### config.mk
export PLATFORM = sky130hd
export DESIGN_NAME = ghost_mode_ctrl
export DESIGN_NICKNAME = d
export VERILOG_FILES = /design/src/rtl/ghost_mode_ctrl.sv
export SDC_FILE = /design/constraint.sdc
export NUM_CORES = 1
export LEC_CHECK = 0
export CORE_MARGIN = 4
export CORE_UTILIZATION = 60
export DETAILED_ROUTE_END_ITERATION = 12
export PLACE_DENSITY = 0.83
export SYNTH_ARGS = -nofsm -noshare
export SYNTH_HDL_FRONTEND = slang
export SYNTH_SLANG_ARGS = --single-unit
### constraint.sdc
create_clock -name clk -period 4 [get_ports clk]
set_input_delay 0.8 -clock clk [delete_from_list [all_inputs] [get_ports clk]]
set_output_delay 0.8 -clock clk [all_outputs]
set_load 0.03 [all_outputs]
### src/rtl/ghost_mode_ctrl.sv
// ghost_mode_ctrl: scatter/chase schedule, frightened timer and reverse pulses for the ghosts
module ghost_mode_ctrl #(
    parameter int SCAT_A        = 420,
    parameter int SCAT_B        = 300,
    parameter int CHASE_LEN     = 1200,
    parameter int FRIGHT_FRAMES = 360,
    parameter int NORMAL_SPEED  = 75,
    parameter int FRIGHT_SPEED  = 50
) (
    input  logic       clk,
    input  logic       rst,
    input  logic       frame_tick,
    input  logic       enable,
    input  logic       energizer_eaten,
    output logic       isChase,
    output logic       isScatter,
    output logic       isFright,
    output logic       reverse,
    output logic [7:0] ghost_speed,
    output logic [2:0] phase
);
    logic [2:0]  r_phase, w_phase_n;
    logic [15:0] r_phase_cnt, w_phase_cnt_n;
    logic [15:0] r_fright_cnt, w_fright_cnt_n;
    logic        r_fright, w_fright_n;
    logic        r_reverse, w_rev_req;
    logic        r_chase, r_scatter;
    logic [7:0]  r_speed;
    logic [15:0] w_len;
    logic        w_ee, w_ft;
    assign w_ee  = enable & energizer_eaten;
    assign w_ft  = enable & frame_tick;
    assign w_len = r_phase[0] ? 16'(CHASE_LEN) : (r_phase[2] ? 16'(SCAT_B) : 16'(SCAT_A));
    always_comb begin
        w_phase_n      = r_phase;
        w_phase_cnt_n  = r_phase_cnt;
        w_fright_n     = r_fright;
        w_fright_cnt_n = r_fright_cnt;
        w_rev_req      = 1'b0;
        if (w_ee) begin
            w_fright_n     = 1'b1;
            w_fright_cnt_n = '0;
            w_rev_req      = 1'b1;
        end else if (w_ft && r_fright) begin
            w_fright_n     = r_fright_cnt != 16'(FRIGHT_FRAMES - 1);
            w_fright_cnt_n = w_fright_n ? r_fright_cnt + 16'd1 : '0;
        end else if (w_ft && r_phase != 3'd7) begin
            w_rev_req     = r_phase_cnt == w_len - 16'd1;
            w_phase_n     = w_rev_req ? r_phase + 3'd1 : r_phase;
            w_phase_cnt_n = w_rev_req ? '0 : r_phase_cnt + 16'd1;
        end
    end
    // a request landing right after a pulse is absorbed so reverse never stretches to two clocks
    always_ff @(posedge clk) begin
        if (rst) begin
            r_phase      <= '0;
            r_phase_cnt  <= '0;
            r_fright_cnt <= '0;
            r_fright     <= 1'b0;
            r_reverse    <= 1'b0;
            r_chase      <= 1'b0;
            r_scatter    <= 1'b1;
            r_speed      <= 8'(NORMAL_SPEED);
        end else begin
            r_phase      <= w_phase_n;
            r_phase_cnt  <= w_phase_cnt_n;
            r_fright_cnt <= w_fright_cnt_n;
            r_fright     <= w_fright_n;
            r_reverse    <= w_rev_req & ~r_reverse;
            r_chase      <= w_phase_n[0];
            r_scatter    <= ~w_phase_n[0];
            r_speed      <= w_fright_n ? 8'(FRIGHT_SPEED) : 8'(NORMAL_SPEED);
        end
    end
    assign isChase     = r_chase;
    assign isScatter   = r_scatter;
    assign isFright    = r_fright;
    assign reverse     = r_reverse;
    assign ghost_speed = r_speed;
    assign phase       = r_phase;
endmodule
==> results.toml <==
[placement]
hpwl_mm = 2.75
io_buffers = 16
gp_congestion = 0.882
placed_area_um2 = 2160

[clock_network]
ctsHoldBuffers = 0
clkSinkCount = 39
cts_root_buf = "clkbuf_4"
path_clk_slew_ns = 0.11
cts-htree-levels = 2
insertion_delay_ns = 0.35
tritoncts = "built"
cts_buffers = 5
clockBufferDepth = 2
cts_setup_buffers = 0
cts.repair.resized = 0

[critical_path]
arrival_ns = 1.56
cpLargestDelayFamily = "buffers and inverters"
cp.required_ns = 3.20
max_stage_delay_ns = 0.73
end_kind = "primary output"
reg2reg_slack_ns = 1.75
path_max_fanout = 7
cp_cell_sequence = "clkdlybuf4s50_1"
worstRegToRegCells = 7
cp_num_buf_inv = 1
crit_type = "register to primary output"
crit_path_start_kind = "register"
r2r_end = "isScatter$_SDFF_PP1_"
slowest_stage = "clkdlybuf4s50_1"

[drt]
post_drt_wl_per_cell_um = 13.8
drc = 0
drt_iter0_markers = 128
ant_nets = 0
drt_first_pass_iters = 4
vias = 1685
via_per_inst = 5.81
wl_mm = 3.99

[final_layout]
layout-drive-gt1-share_pct = 7.72
fillerInstances = 274
final_area_um2 = 2210
n_antenna_cell = 0
area_growth_syn_to_layout_pct = 7.56
final_util_pct = 70.0
nets = 254

[synth]
synth.most_common_cell = "dfxtp_1"
syn_inst = 238
synth-edff-count = 0
syn_area_per_cell_um2 = 8.62
synth_warnings = 0
synthTopCellsByCount = "dfxtp_1 (39), nor2_1 (28), nand2_1 (22)"
netlist_top_cells_area = "dfxtp_1 (38%), nor2_1 (5.1%), nand3_1 (4.6%)"
ys_seq_elements = 39
synth_top_area_share_pct = 38.0
yosysTopAreaCell = "dfxtp_1"
synth-seq-area-share_pct = 38.0
synth_ff_type = "dfxtp_1"
async_flop_share_pct = 0
synth_cell_type_count = 48
syn_area_um2 = 2050

[global_routing]
grt_pass1_vias = 1553
grt_pass1_wl_mm = 7.11
track_usage_pct = 21.0
grt_overflow = 0
antenna_found_initial = 0
grt_max_degree = 21

[die]
die_area_um2 = 4420
row_count = 20
core_area_um2 = 3150
start_util_pct = 65.1
die_h_um = 66.5
die_x_um = 66.5
num_io_pins = 20

[pwr]
power.switching_w = 0.000159
switching_share_pct = 25.0
p_leak_nw = 0.726
power_frac_comb_pct = 7.6
powerDensity_nw_per_um2 = 289
total_power_w = 0.000637
irDropWorstVdd_uv = 179
pwr-share-clk_pct = 30.3
internal_power_w = 0.000478
pwr-share-seq_pct = 62.1

[timing]
setup_viol = 0
setup_tns_ns = 0
relSlewSlack_pct = 50.3
timing.fmax_ghz = 0.423
holdWs_ns = 0.451
hold_viol_final = 0
fin_crit_sh_pct = 59.1
drv_slew = 0
fin_crit_ns = 2.36
tightest_slew_ns = 0.744
rsz0062_at_grt = "false"
clock_skew_ns = 0.00841

[min_path]
holdPathEnd = "reverse$_SDFF_PP0_"
min_from = "reverse$_SDFF_PP0_"
whs_path_depth = 1
hold_class = "register to register"

[outcome]
status = "complete, no violations"

[flow_run]
maxCapViolations = 0
-- state kept, by name (all words and copies together) (netlist names), named ones only --
name and flops:
r_phase_cnt 16, ghost_speed 2, r_fright_cnt 16, reverse 1
phase 2, isScatter 1
-- layout make-up --
class	count	area, um2	share of cell area (%)
timing repair buffer	16	160	7.26
tap	44	55.1	2.49
clock buffer	7	45.0	2.04
inverter	2	7.51	0.340
multi-input combinational	181	1150	52.3
clock inverter	1	5.00	0.227
sequential	39	781	35.4
-- per-stage QoR --
stage	std cells	setup WS (ns)
3_3_place_gp	282	1.31
6_report	290	1.64
4_1_cts	290	1.61
3_5_place_dp	282	1.30
2_1_floorplan	239	1.85
5_1_grt	290	1.54
-- how the worst max path moves through the flow --
| stage | startpoint | endpoint | slack [ns] | cells past startpoint |
|---|---|---|---|---|
| 2_1_floorplan | register | r_phase_cnt[13]$_SDFFE_PP0P_ | 1.85 | 7 |
| 3_3_place_gp | enable | isScatter$_SDFF_PP1_ | 1.31 | 6 |
| 3_5_place_dp | enable | isScatter$_SDFF_PP1_ | 1.30 | 6 |
| 4_1_cts | register | isChase | 1.61 | 1 |
| 5_1_grt | register | isChase | 1.54 | 1 |
| 6_report | register | isChase | 1.64 | 1 |
-- per-layer routing --
| layer | vias up | global-route usage [%] | wire length, um |
|---|---|---|---|
| li1 | 853 | - | - |
| met5 | - | 0 | 0 |
| met1 | 770 | 30.0 | 2020 |
| met4 | 0 | 10.4 | 57 |
| met3 | 6 | 4.72 | 299 |
| met2 | 56 | 29.5 | 1620 |
-- kinds of logic after synthesis --
logic type / Yosys count / share of synthesized area, %
AND/OR/NAND/NOR: 122 / 34.4
other: 2 / 0.366
multiplexers: 3 / 1.46
XOR/XNOR: 17 / 7.26
buffers and inverters: 19 / 5.91
AO/OA/AOI/OAI: 32 / 10.1
adder cells (fa/ha/maj): 4 / 2.44
flip-flops: 39 / 38.0
-- power groups by stage --
stage	registers (W)	logic [W]	clock network, W
after global routing	0.000396	0.0000524	0.000214
final	0.000396	0.0000485	0.000193
after CTS	0.000396	0.0000487	0.000197
after detailed placement	0.000404	0.0000485	0
after floorplan	0.000407	0.0000350	0
after global placement	0.000404	0.0000481	0
-- layout by cell type, fill, tap and decap left out, drive strengths merged, types with 4 or more instances in the layout --
master	count
a21oi	12
and3	4
clkbuf	7
clkdlybuf4s50	16
dfxtp	39
ha	4
nand2	22
nand3	19
nand4	8
nor2	29
nor3	4
nor4	4
nor4b	4
o21ai	9
or2	4
xnor2	7
xor2	10
Power figures use the tool's default switching activity.
